## src/rtl/cpu_pkg.sv

```systemverilog
// Shared datapath constants for the basic-cpu register file and its neighbours.
package cpu_pkg;
   localparam int CPU_WIDTH = 16;
   localparam int CPU_NREGS = 8;
   localparam int CPU_AW    = 3;

   typedef logic [CPU_WIDTH-1:0] word_t;
endpackage

```

## src/rtl/reg_file_np_if.sv

```systemverilog
// Register-file bus: writeback drives the write port, decode drives the read addresses.
interface reg_file_np_if
   import cpu_pkg::*;
#(
   parameter int WIDTH = CPU_WIDTH,
   parameter int AW    = CPU_AW
);
   logic             load;
   logic [AW-1:0]    waddr;
   logic [WIDTH-1:0] vecin;
   logic [AW-1:0]    raddr_a;
   logic [AW-1:0]    raddr_b;
   logic             re;
   logic [WIDTH-1:0] vecout_a;
   logic [WIDTH-1:0] vecout_b;

   modport master (output load, waddr, vecin, raddr_a, raddr_b, re,
                   input  vecout_a, vecout_b);
   modport slave  (input  load, waddr, vecin, raddr_a, raddr_b, re,
                   output vecout_a, vecout_b);
endinterface

```

## src/rtl/reg_file_np_read_port.sv

```systemverilog
// One read port: address mux, zero-R0 masking, write-first bypass and the
// optional output register.
module rf_read_port #(
   parameter int WIDTH    = 16,
   parameter int DEPTH    = 8,
   parameter int AW       = 3,
   parameter bit ZERO_R0  = 1'b1,
   parameter bit READ_REG = 1'b0
) (
   input  logic                        clk,
   input  logic                        rst,
   input  logic [DEPTH-1:0][WIDTH-1:0] regs,
   input  logic [AW-1:0]               raddr,
   input  logic                        load,
   input  logic [AW-1:0]               waddr,
   input  logic [WIDTH-1:0]            vecin,
   input  logic                        re,
   output logic [WIDTH-1:0]            dout
);
   logic             zero_hit;
   logic             byp;
   logic [WIDTH-1:0] rd;

   assign zero_hit = ZERO_R0 && (raddr == '0);
   assign rd       = zero_hit ? '0 : regs[raddr];
   // Bypass never fires on a zero R0, so R0 stays 0 even on a same-cycle write.
   assign byp      = load && (waddr == raddr) && !zero_hit;

   generate
      if (READ_REG) begin : g_reg
         always_ff @(posedge clk) begin
            if (rst)     dout <= '0;
            else if (re) dout <= byp ? vecin : rd;
         end
      end else begin : g_comb
         logic unused_ok;
         assign unused_ok = ^{clk, rst, re, byp, vecin};
         assign dout      = rd;
      end
   endgenerate
endmodule

```

## src/rtl/reg_file_np.sv

```systemverilog
// DEPTH x WIDTH register file, one write port and two read ports (A, B).
module reg_file_np
   import cpu_pkg::*;
#(
   parameter int WIDTH    = CPU_WIDTH,
   parameter int DEPTH    = CPU_NREGS,
   parameter bit ZERO_R0  = 1'b1,
   parameter bit READ_REG = 1'b0,
   localparam int AW      = $clog2(DEPTH)
) (
   input  logic          clk,
   input  logic          rst,
   reg_file_np_if.slave  bus
);
   localparam int NPORTS = 2;

   logic [DEPTH-1:0][WIDTH-1:0]  regs;
   logic [NPORTS-1:0][AW-1:0]    raddr;
   logic [NPORTS-1:0][WIDTH-1:0] dout;
   logic                         wr_en;

   assign wr_en = bus.load && !(ZERO_R0 && (bus.waddr == '0));

   // Reset wins over load, so a write in a reset cycle is discarded.
   always_ff @(posedge clk) begin
      if (rst)        regs <= '0;
      else if (wr_en) regs[bus.waddr] <= bus.vecin;
   end

   assign raddr = {bus.raddr_b, bus.raddr_a};

   generate
      for (genvar p = 0; p < NPORTS; p++) begin : g_port
         rf_read_port #(
            .WIDTH    (WIDTH),
            .DEPTH    (DEPTH),
            .AW       (AW),
            .ZERO_R0  (ZERO_R0),
            .READ_REG (READ_REG)
         ) u_port (
            .clk   (clk),
            .rst   (rst),
            .regs  (regs),
            .raddr (raddr[p]),
            .load  (bus.load),
            .waddr (bus.waddr),
            .vecin (bus.vecin),
            .re    (bus.re),
            .dout  (dout[p])
         );
      end
   endgenerate

   assign bus.vecout_a = dout[0];
   assign bus.vecout_b = dout[1];
endmodule

```

## src/flat_wrapper.sv

```systemverilog
// flat-port wrapper written by rule: the top's interface ports become plain ports
module reg_file_np_flat import cpu_pkg::*;
#(
   parameter int WIDTH    = CPU_WIDTH,
   parameter int DEPTH    = CPU_NREGS,
   parameter bit ZERO_R0  = 1'b1,
   parameter bit READ_REG = 1'b0,
   localparam int AW      = $clog2(DEPTH)
)
  (clk, rst, bus_load, bus_waddr, bus_vecin, bus_raddr_a, bus_raddr_b, bus_re, bus_vecout_a, bus_vecout_b);
  reg_file_np_if #(.WIDTH(WIDTH), .AW(3)) bus_i ();
  input  logic clk;
  input  logic rst;
  input wire logic [$bits(bus_i.load)-1:0] bus_load;
  input wire logic [$bits(bus_i.waddr)-1:0] bus_waddr;
  input wire logic [$bits(bus_i.vecin)-1:0] bus_vecin;
  input wire logic [$bits(bus_i.raddr_a)-1:0] bus_raddr_a;
  input wire logic [$bits(bus_i.raddr_b)-1:0] bus_raddr_b;
  input wire logic [$bits(bus_i.re)-1:0] bus_re;
  output wire logic [$bits(bus_i.vecout_a)-1:0] bus_vecout_a;
  output wire logic [$bits(bus_i.vecout_b)-1:0] bus_vecout_b;
  assign bus_i.load = bus_load;
  assign bus_i.waddr = bus_waddr;
  assign bus_i.vecin = bus_vecin;
  assign bus_i.raddr_a = bus_raddr_a;
  assign bus_i.raddr_b = bus_raddr_b;
  assign bus_i.re = bus_re;
  assign bus_vecout_a = bus_i.vecout_a;
  assign bus_vecout_b = bus_i.vecout_b;
  reg_file_np #(.WIDTH(WIDTH), .DEPTH(DEPTH), .ZERO_R0(ZERO_R0), .READ_REG(READ_REG)) u_core (.clk(clk), .rst(rst), .bus(bus_i));
endmodule
```

## config.mk

```make
export PLATFORM = sky130hd
export DESIGN_NAME = reg_file_np_flat
export DESIGN_NICKNAME = d
export VERILOG_FILES = /design/src/rtl/cpu_pkg.sv /design/src/rtl/reg_file_np_if.sv /design/src/rtl/reg_file_np_read_port.sv /design/src/rtl/reg_file_np.sv /design/src/flat_wrapper.sv
export SDC_FILE = /design/constraint.sdc
export NUM_CORES = 1
export LEC_CHECK = 0
export ABC_AREA = 0
export CAP_MARGIN = 20
export CORE_ASPECT_RATIO = 1.4
export CORE_MARGIN = 5
export CORE_UTILIZATION = 30
export CTS_BUF_LIST = sky130_fd_sc_hd__clkbuf_16
export DETAILED_ROUTE_END_ITERATION = 10
export DONT_BUFFER_PORTS = 1
export GPL_TIMING_DRIVEN = 0
export SYNTH_ARGS = -nofsm -noshare
export SYNTH_HDL_FRONTEND = slang
export SYNTH_SLANG_ARGS = --single-unit
```

## constraint.sdc

```tcl
create_clock -name clk -period 1.19 [get_ports clk]
set_input_delay 0.119 -clock clk [delete_from_list [all_inputs] [get_ports clk]]
set_output_delay 0.119 -clock clk [all_outputs]
set_load 0.01 [all_outputs]
```

==> qor.txt, run 1 <==
CTS sink count - 112
Core Box Area - 20,560 um^2
worst-skew pair later-pin latency - 0.36 ns
Comb pwr share - 16.3%
max cap viols - 0
Cells after Synth - 700
Worst IR Drop VDD - 763.5 uV
CP required - 1.07 ns
share of layout cells above drive strength 1 - 35.33%
final hold vios - 0
most common cell after layout, fill and taps aside - nand2_1
Critical Path AT - 1.38 ns
Netlist Area Pre-Place - 6270 um^2
P_int - 6.415 mW
number of flip-flops in the largest register - 112
synth unique cells - 24
DR WL/cell - 22.08 um
Die H - 181.1 um
status - finished, violations left
startpoint types - register
RSZ-0062 raised after global routing - yes
crit-path cells - mux2_2, a221oi_4, a221oi_2
Num CTS Buffers - 9
NumNets Final - 757
family with the most delay on the worst path - compound AO/OA/AOI/OAI gates
row count - 62
xor and xnor area share after synthesis - 0%
P_sw - 2.451 mW
number of synthesized flops with an enable pin - 0
post-synthesis mux area share - 15.96%
initial antenna violation count - 0
Critical Path Sink Type - output port
commonest non-fill, non-tap cells in the layout - 224 x nand2_1, 88 x dfxtp_1, 64 x mux2i_1, 60 x a21oi_2, 52 x a21oi_1
critical path's largest stage delay - 0.33 ns
Tmin final - 1.496 ns
pre-CTS WS - -0.3641 ns
main combinational cell family by area after synthesis - compound AO/OA/AOI/OAI gates
# diodes - 0
Post-Synth Adder-Cell Area - 0%
CTS Buffer Depth - 2
Buf+Inv Stages, Crit Path - 0
ANT nets after route - 0
Setup Buffers After CTS - 0
Setup Crit Path Kind - register to output port
most flop-heavy register - u_core.regs
failing checks - setup timing
synth-to-layout area growth - 26.58%
FFs w/ async S/R, synth - 0%
Synth Area in Compound Gates - 22.37%
Port Buf Inserts - 0
root buffer cell - clkbuf_16
number of global-route vias before repair - 5,295
synth warn - 0
First-pass DRT Iterations - 5
Syn Area/Cell - 8.957 um^2
register share of total power - 44.0%
gr usage total - 17.63%
die area - 23,930 um^2
register area share after synthesis - 35.76%
Worst Skew - 0 ns
slowest cell on the critical path - dfxtp_2
Slew @ Worst Pin - 0.8766 ns
Setup-failing EPs final - 32
Clk pwr share - 39.7%
period utilisation layout - 125.7%
CTS tree - done
Post-Synth Simple-Gate Area - 16.58%
syn_nets - 729
Top FF cell, synth - dfxtp_1
leakage power total - 2.699 nW
DR iter-0 viols - 544
I/O pins - 61
H-tree depth - 3
Yosys reg bits - 112
largest net degree at the start of global routing - 18
Regs by FF count - u_core.regs: 112 flops
final worst setup slack - -0.3059 ns
Via density - 5.512
final core occ - 38.61%
switching portion of total power - 27.64%
fmax - 668.5 MHz
Final Max Slew Viols - 0
first-pass GRT wire length - 32,580 um
Die X-Extent - 132.2 um
GRT Residual Overflow - 0
DRC - 0
Slew headroom - 41.56%
hpwl dp - 14,640 um
Worst-path clk slew - 0.07 ns
via count - 5,451
power density cells - 1117 nW/um^2
GP Congestion - 0.8728
Detailed Route WL - 21,830 um
Crit Path Max Fanout - 3
initial core utilization - 30.50%
Hold Crit Class - input pin to register
-- path summary, 6_finish.rpt --
| kind | startpoint | to | slack [ns] | cells past startpoint |
|---|---|---|---|---|
| hold / removal | bus_load | u_core.regs[47] | 0.19 | 4 |
| setup reg to reg | u_core.regs[17] | u_core.regs[17] | 0.38 | 2 |
| setup / recovery | u_core.regs[51] | bus_vecout_b[3] | -0.31 | 3 |
| hold reg to reg | u_core.regs[56] | u_core.regs[56] | 0.46 | 2 |
-- power by group through the flow --
| stage | clock (mW) | sequential, mW | combinational [mW] |
|---|---|---|---|
| 2_1_floorplan | 0 | 3.95 | 0.775 |
| 3_3_place_gp | 0 | 3.96 | 1.04 |
| 3_5_place_dp | 0 | 3.97 | 1.05 |
| 4_1_cts | 3.55 | 3.89 | 1.33 |
| 5_1_grt | 3.70 | 3.91 | 1.52 |
| 6_report | 3.52 | 3.90 | 1.45 |
-- layout make-up --
cell class                 count  area (um^2)
buffer                        72        606.8
clock buffer                   9        225.2
clock inverter                 7        111.4
fill                        1995        12620
multi-input combinational    516         4230
sequential                   112         2272
tap                          256        320.3
timing repair buffer          17        170.2
-- Yosys cell counts, drive strengths merged, types with 3 or more instances --
cell / count / share of area, %
and4b: 3 / 0.48
nand4b: 3 / 0.72
mux2: 32 / 5.7
a221oi: 64 / 9.8
mux2i: 64 / 10
nand2: 224 / 13
nor2b: 4 / 0.40
and4bb: 3 / 0.60
a21oi: 112 / 13
buf: 54 / 8.1
nand4bb: 3 / 0.54
dfxtp: 112 / 36
clkbuf: 18 / 1.2
-- metrics by stage --
step / hold slack, ns / power, mW / TNS, ns / area (um^2) / instances
after floorplan: 0.2532 / 4.728 / -0.01794 / 6270 / 700
after global placement: 0.2580 / 5.005 / -8.683 / 6590 / 956
final: 0.1856 / 8.866 / -8.633 / 7936 / 989
after global routing: 0.2237 / 9.126 / -9.892 / 7936 / 989
after detailed placement: 0.2638 / 5.014 / -8.956 / 6590 / 956
after CTS: 0.1725 / 8.774 / -8.844 / 7679 / 989
-- cell families after synthesis --
logic type	Yosys count
buf+inv	72
simple gates	244
compound gates	176
flops	112
mux	96
-- worst reg2reg max path: stages, from the launching register on --
cell,delay (ns)
dfxtp_1,0.47
nand2_1,0.08
a21oi_1,0.18
-- metal layers --
metal | track usage (%) | up-vias | wire length (um)
met4 | 8.231 | 0 | 768
met2 | 28.15 | 228 | 10390
met1 | 22.55 | 2625 | 9103
met3 | 3.951 | 44 | 1575
li1 | - | 2554 | -
met5 | 0 | - | 0
-- timing repair --
item / in CTS / in global routing
pin swaps: 6 / 7
resized for setup: 107 / 34
hold endpoints to repair: 112 / 0
hold buffers: 17 / 0
endpoints found under the setup margin: 32 / 32
Power figures use the tool's default switching activity.
==> inputs of run 2 (changes only) <==
--- a/config.mk
+++ b/config.mk
@@ -11,9 +11,11 @@
 export CORE_MARGIN = 5
 export CORE_UTILIZATION = 30
 export CTS_BUF_LIST = sky130_fd_sc_hd__clkbuf_16
+export CTS_CLUSTER_DIAMETER = 100
 export DETAILED_ROUTE_END_ITERATION = 10
 export DONT_BUFFER_PORTS = 1
 export GPL_TIMING_DRIVEN = 0
+export REMOVE_ABC_BUFFERS = 1
 export SYNTH_ARGS = -nofsm -noshare
 export SYNTH_HDL_FRONTEND = slang
 export SYNTH_SLANG_ARGS = --single-unit
==> run 2 against run 1 <==
  * Non-clock buffer count shrank 70
  * Highest routed layer unchanged
  * Sequential power is essentially flat
  * Setup slack gained 0.034 ns
  * Power shrank 9.2%
  * Final cell count shrank 7.0%
  * Via count shrank 8.5%
  * The run ends with hold timing, setup timing left
  * Wire length shrank 12%
  * Clock skew is the same
==> qor.txt, run 2 (same netlist as run 1, synthesis figures left out) <==
leakage power total - 2.362 nW (was 2.699 nW)
number of flip-flops in the largest register - 112 (unchanged)
Critical Path AT - 1.34 ns (was 1.38 ns)
power density cells - 1118 nW/um^2 (was 1117 nW/um^2)
Die X-Extent - 132.2 um (unchanged)
H-tree depth - 3 (unchanged)
Setup-failing EPs final - 32 (unchanged)
final core occ - 35.02% (was 38.61%)
CTS tree - done (unchanged)
share of layout cells above drive strength 1 - 32.28% (was 35.33%)
Buf+Inv Stages, Crit Path - 0 (unchanged)
largest net degree at the start of global routing - 113 (was 18)
Detailed Route WL - 19,190 um (was 21,830 um)
row count - 62 (unchanged)
Reg-to-Reg Start - u_core.regs[22] (was u_core.regs[17])
Regs by FF count - u_core.regs: 112 flops (unchanged)
status - finished, violations left (unchanged)
period utilisation layout - 122.8% (was 125.7%)
Crit Path Max Fanout - 3 (unchanged)
RSZ-0062 raised after global routing - yes (unchanged)
I/O pins - 61 (unchanged)
Via density - 5.420 (was 5.512)
most flop-heavy register - u_core.regs (unchanged)
CP required - 1.07 ns (about the same)
Die H - 181.1 um (unchanged)
WP depth - 3 (unchanged)
most common cell after layout, fill and taps aside - nand2_1 (unchanged)
area post-placement - 6078 um^2 (was 6590 um^2)
DR WL/cell - 20.86 um (was 22.08 um)
Critical Path Sink Type - output port (unchanged)
Worst IR Drop VDD - 648.8 uV (was 763.5 uV)
commonest non-fill, non-tap cells in the layout - 224 x nand2_1, 87 x dfxtp_1, 64 x mux2i_1, 60 x a21oi_2, 52 x a21oi_1 (was 224 x nand2_1, 88 x dfxtp_1, 64 x mux2i_1, 60 x a21oi_2, 52 x a21oi_1)
hpwl dp - 11,100 um (was 14,640 um)
First-pass DRT Iterations - 7 (was 5)
Worst Skew - 0 ns (unchanged)
Final Max Slew Viols - 0 (unchanged)
first-pass GRT wire length - 29,280 um (was 32,580 um)
fmax - 684.2 MHz (was 668.5 MHz)
Hold Crit Class - input pin to register (unchanged)
max cap viols - 0 (unchanged)
DR iter-0 viols - 374 (was 544)
Min Hold Slack - -0.1494 ns (was 0.1856 ns)
DRC - 0 (unchanged)
Tmin final - 1.462 ns (was 1.496 ns)
R2R cell count - 2 (unchanged)
final hold vios - 112 (was 0)
end of the worst register-to-register path - u_core.regs[22] (was u_core.regs[17])
flop2flop setup slack - 0.42 ns (was 0.38 ns)
Non-Filler Instances - 920 (was 989)
final instance area - 7199 um^2 (was 7936 um^2)
family with the most delay on the worst path - compound AO/OA/AOI/OAI gates (unchanged)
Port Buf Inserts - 0 (unchanged)
GRT Residual Overflow - 0 (unchanged)
Worst setup startpoint - u_core.regs[36] (was u_core.regs[51])
Num CTS Buffers - 9 (unchanged)
via count - 4,986 (was 5,451)
root buffer cell - clkbuf_16 (unchanged)
gr usage total - 15.52% (was 17.63%)
Worst-path clk slew - 0.07 ns (about the same)
Setup Crit Path Kind - register to output port (unchanged)
crit path capture - bus_vecout_a[4] (was bus_vecout_b[3])
slowest cell on the critical path - dfxtp_2 (unchanged)
synth-to-layout area growth - 14.83% (was 26.58%)
final worst setup slack - -0.2716 ns (was -0.3059 ns)
GP Congestion - 0.7382 (was 0.8728)
number of global-route vias before repair - 4,871 (was 5,295)
failing checks - hold timing, setup timing (was setup timing)
crit-path cells - mux2_4, a221oi_4, a221oi_2 (was mux2_2, a221oi_4, a221oi_2)
CTS sink count - 112 (unchanged)
NumNets Final - 687 (was 757)
placed cells - 888 (was 956)
Setup TNS Final - -7.475 ns (was -8.633 ns)
Slew @ Worst Pin - 0.9375 ns (was 0.8766 ns)
initial antenna violation count - 1 (was 0)
die area - 23,930 um^2 (unchanged)
startpoint types - register (unchanged)
ANT nets after route - 0 (unchanged)
Slew headroom - 37.50% (was 41.56%)
initial core utilization - 30.50% (unchanged)
Final Power - 8.048 mW (was 8.866 mW)
CTS Buffer Depth - 2 (unchanged)
Core Box Area - 20,560 um^2 (unchanged)
worst-skew pair later-pin latency - 0.35 ns (was 0.36 ns)
critical path's largest stage delay - 0.33 ns (about the same)
[run 2: layer usage]
metal	vias to the layer above	track usage (%)	share of wire, %
met5	-	0	0
met2	130	25.26	48
met3	36	4.118	5.6
met1	2396	19.73	43
li1	2424	-	-
met4	0	5.664	3.2
[run 2: through the flow]
stage | hold WS (ns) | setup slack [ns]
6_report | -0.1494 | -0.2716
3_3_place_gp | 0.2112 | -1.172
3_5_place_dp | 0.2058 | -0.6233
4_1_cts | -0.1671 | -0.2582
2_1_floorplan | 0.1814 | -0.1909
5_1_grt | -0.1743 | -0.3142
[run 2: what timing repair did]
item | CTS | global route
setup endpoints to repair | 32 | 57
resized for setup | 86 | 31
endpoints found under the hold margin | 112 | 112
buffers inserted | 2 | 2
pin swaps | 4 | 7
[run 2: final cells by class]
class	instances	area (um^2)
Fill cell	1977	13360
Multi-Input combinational cell	516	4068
Sequential cell	112	2273
Tap cell	256	320.3
Clock buffer	9	225.2
Timing Repair Buffer	19	222.7
Clock inverter	7	87.58
Antenna cell	1	2.502
[run 2: worst min path at each step]
stage	from	end	slack [ns]	cells past startpoint
finish	rst	u_core.regs[64]	-0.15	1
detailed placement	rst	u_core.regs[88]	0.21	1
floorplan	rst	u_core.regs[100]	0.18	1
global placement	rst	u_core.regs[80]	0.21	1
CTS	rst	u_core.regs[87]	-0.17	1
global route	rst	u_core.regs[87]	-0.17	1
[run 2: power breakdown]
part / internal [mW] / switching [mW] / leakage [nW]
Combinational: 0.400 / 0.493 / 1.29
Clock: 1.83 / 1.43 / 0.152
Sequential: 3.83 / 0.0641 / 0.918
==> inputs of run 3 (changes only) <==
--- a/config.mk
+++ b/config.mk
@@ -5,7 +5,7 @@
 export SDC_FILE = /design/constraint.sdc
 export NUM_CORES = 1
 export LEC_CHECK = 0
-export ABC_AREA = 0
+export ABC_AREA = 1
 export CAP_MARGIN = 20
 export CORE_ASPECT_RATIO = 1.4
 export CORE_MARGIN = 5
==> run 3 against run 2 <==
  * The run still ends with hold timing, setup timing left
  * Wire length is 34% higher
  * First-iteration DRC count rose by 110%
  * Utilization increased by 2.0 points
  * Register-to-register slack got worse by 0.31 ns
  * Clock skew stayed put
  * Clock power rose by 60%
  * Power grew 37%
  * Hold slack lost 0.075 ns
  * Synthesized cell count up 80%
  * Largest power group is now clock
  * Highest routed layer unchanged
==> qor.txt, run 3 <==
status - finished, violations left (unchanged)
failing checks - hold timing, setup timing (unchanged)
I/O pins - 61 (unchanged)
row count - 67 (was 62)
post-synth top area share - 35.14% (was 35.76%)
Synth area leaders - dfxtp_1 35%, nand2_1 28%, nand3_1 11% (was dfxtp_1 36%, nand2_1 13%, mux2i_1 10%)
Worst Hold Launch - rst (unchanged)
synth warn - 0 (unchanged)
Cells after Synth - 1,262 (was 700)
# diodes - 0 (was 1)
gr usage total - 18.20% (was 15.52%)
Core Box Area - 23,980 um^2 (was 20,560 um^2)
Yosys top cell by area - dfxtp_1 (unchanged)
CTS tree - done (unchanged)
Syn Area/Cell - 5.778 um^2 (was 8.957 um^2)
Critical Path Sink Type - output port (unchanged)
Setup TNS Final - -5.453 ns (was -7.475 ns)
most common cell in the synthesized netlist - nand2_1 (unchanged)
most common cell after layout, fill and taps aside - nand2_1 (unchanged)
Crit Path Max Fanout - 2 (was 3)
period utilisation layout - 118.5% (was 122.8%)
First-pass DRT Iterations - 6 (was 7)
Die H - 194.5 um (was 181.1 um)
first-pass GRT wire length - 39,420 um (was 29,280 um)
Worst-path clk slew - 0.06 ns (was 0.07 ns)
power density cells - 1246 nW/um^2 (was 1118 nW/um^2)
H-tree depth - 4 (was 3)
Non-Filler Instances - 1,554 (was 920)
CP required - 1.07 ns (about the same)
final hold vios - 112 (unchanged)
via count - 7,808 (was 4,986)
Worst Skew - 0 ns (unchanged)
FFs w/ async S/R, synth - 0% (unchanged)
most flop-heavy register - u_core.regs (unchanged)
die area - 27,570 um^2 (was 23,930 um^2)
share of layout cells above drive strength 1 - 25.96% (was 32.28%)
CTS Buffer Depth - 2 (unchanged)
register area share after synthesis - 35.14% (was 35.76%)
Critical Path AT - 1.29 ns (was 1.34 ns)
Post-synth top cells - 548 x nand2_1, 160 x nand3_1, 132 x inv_1, 128 x dfxtp_1, 112 x a21oi_1 (was 224 x nand2_1, 112 x dfxtp_1, 64 x mux2i_1, 60 x a21oi_2, 55 x a221oi_1)
RSZ-0062 raised after global routing - yes (unchanged)
Regs by FF count - u_core.regs: 128 flops (was u_core.regs: 112 flops)
DRC - 0 (unchanged)
ANT nets after route - 0 (unchanged)
Via density - 5.024 (was 5.420)
initial antenna violation count - 0 (was 1)
worst-skew pair later-pin latency - 0.42 ns (was 0.35 ns)
DR iter-0 viols - 799 (was 374)
commonest non-fill, non-tap cells in the layout - 493 x nand2_1, 130 x nand3_1, 112 x a21oi_1, 77 x inv_1, 71 x dfxtp_2 (was 224 x nand2_1, 87 x dfxtp_1, 64 x mux2i_1, 60 x a21oi_2, 52 x a21oi_1)
NumNets Final - 1,262 (was 687)
Setup Crit Path Kind - register to output port (unchanged)
initial core utilization - 30.41% (was 30.50%)
fmax - 709.2 MHz (was 684.2 MHz)
Slew headroom - 58.10% (was 37.50%)
Worst setup startpoint - u_core.regs[68] (was u_core.regs[36])
root buffer cell - clkbuf_16 (unchanged)
GP Congestion - 0.7873 (was 0.7382)
final worst setup slack - -0.2200 ns (was -0.2716 ns)
Netlist Area Pre-Place - 7292 um^2 (was 6270 um^2)
number of global-route vias before repair - 7,182 (was 4,871)
max cap viols - 0 (unchanged)
DR WL/cell - 16.56 um (was 20.86 um)
Min Hold Slack - -0.2239 ns (was -0.1494 ns)
leakage power total - 3.816 nW (was 2.362 nW)
Port Buf Inserts - 0 (unchanged)
Yosys reg bits - 128 (was 112)
Top FF cell, synth - dfxtp_1 (unchanged)
CTS sink count - 128 (was 112)
Setup-failing EPs final - 32 (unchanged)
Num CTS Buffers - 17 (was 9)
Fillers - 2,589 (was 1,977)
Reg-to-Reg Start - u_core.regs[9] (was u_core.regs[22])
Final Max Slew Viols - 0 (unchanged)
largest net degree at the start of global routing - 129 (was 113)
startpoint types - register (unchanged)
number of synthesized flops with an enable pin - 0 (unchanged)
Worst IR Drop VDD - 1049 uV (was 648.8 uV)
Hold Crit Class - input pin to register (unchanged)
hpwl dp - 13,250 um (was 11,100 um)
placed cells - 1,496 (was 888)
Slew @ Worst Pin - 0.6263 ns (was 0.9375 ns)
synth unique cells - 17 (was 24)
Tmin final - 1.410 ns (was 1.462 ns)
Die X-Extent - 141.8 um (was 132.2 um)
GRT Residual Overflow - 0 (unchanged)
number of flip-flops in the largest register - 128 (was 112)
Detailed Route WL - 25,740 um (was 19,190 um)
synth-to-layout area growth - 21.60% (was 14.83%)
==> run 3: stage by stage <==
stage               power, mW  setup WS [ns]  cell area, um^2  util, %  hold WS, ns
finish                  11.05        -0.2200             8867    36.98      -0.2239
global route            11.45        -0.2650             8867    36.98      -0.2389
CTS                     10.97        -0.2034             8478    35.36      -0.2501
detailed placement      5.606        -0.8720             7341    30.62       0.2047
global placement        5.577         -1.550             7301    30.45       0.2030
floorplan               5.315        -0.1354             6913        -       0.1881
==> run 3: per-layer routing <==
| layer | global-route usage [%] | part of all wire, % | up-vias |
|---|---|---|---|
| met3 | 4.523 | 8.1 | 63 |
| met2 | 30.16 | 47 | 292 |
| met5 | 0 | 0 | - |
| met1 | 22.10 | 41 | 3653 |
| met4 | 8.179 | 3.5 | 0 |
| li1 | - | - | 3800 |
==> run 3: cell families after synthesis <==
family,share of synthesized area (%)
flip-flops,35.14
AO/OA/AOI/OAI,7.687
AND/OR/NAND/NOR,44.49
buffers and inverters,12.68
==> run 3: area by class of cell <==
class                      count  area (um^2)  area share (%)
multi-input combinational    912         4388           49.49
timing repair buffer          30        305.3           3.443
sequential                   128         2651           29.90
tap                          310        387.9           4.374
clock buffer                  17        425.4           4.798
inverter                     144        560.5           6.321
clock inverter                13        148.9           1.679
==> run 3: path summary, 6_finish.rpt <==
kind / depth (start not counted) / to / slack, ns
worst max-delay path: 6 / bus_vecout_b[4] / -0.22
worst min-delay path: 1 / u_core.regs[16] / -0.22
worst max register to register: 3 / u_core.regs[9] / 0.11
worst min register to register: 2 / u_core.regs[48] / 0.46
==> run 3: what timing repair did <==
action	in CTS	in global routing
pin swaps	19	68
endpoints found under the setup margin	48	34
hold buffers	16	6
gates resized for setup	177	125
endpoints found under the hold margin	128	112
setup buffers	1	5
==> run 3: critical path, stage by stage, from the launching register on <==
cell and delay [ns]:
dfxtp_2 0.34, inv_2 0.04, nand2_1 0.05, nand3_1 0.07
nand3_1 0.10, nand2_1 0.08, nor2_2 0.20
==> run 3: power breakdown <==
group          switching, mW  internal [mW]  leakage, nW
sequential            0.0425           4.37         1.07
clock                   1.98           3.23        0.269
combinational          0.933          0.489         2.48
total                   2.96           8.10         3.82
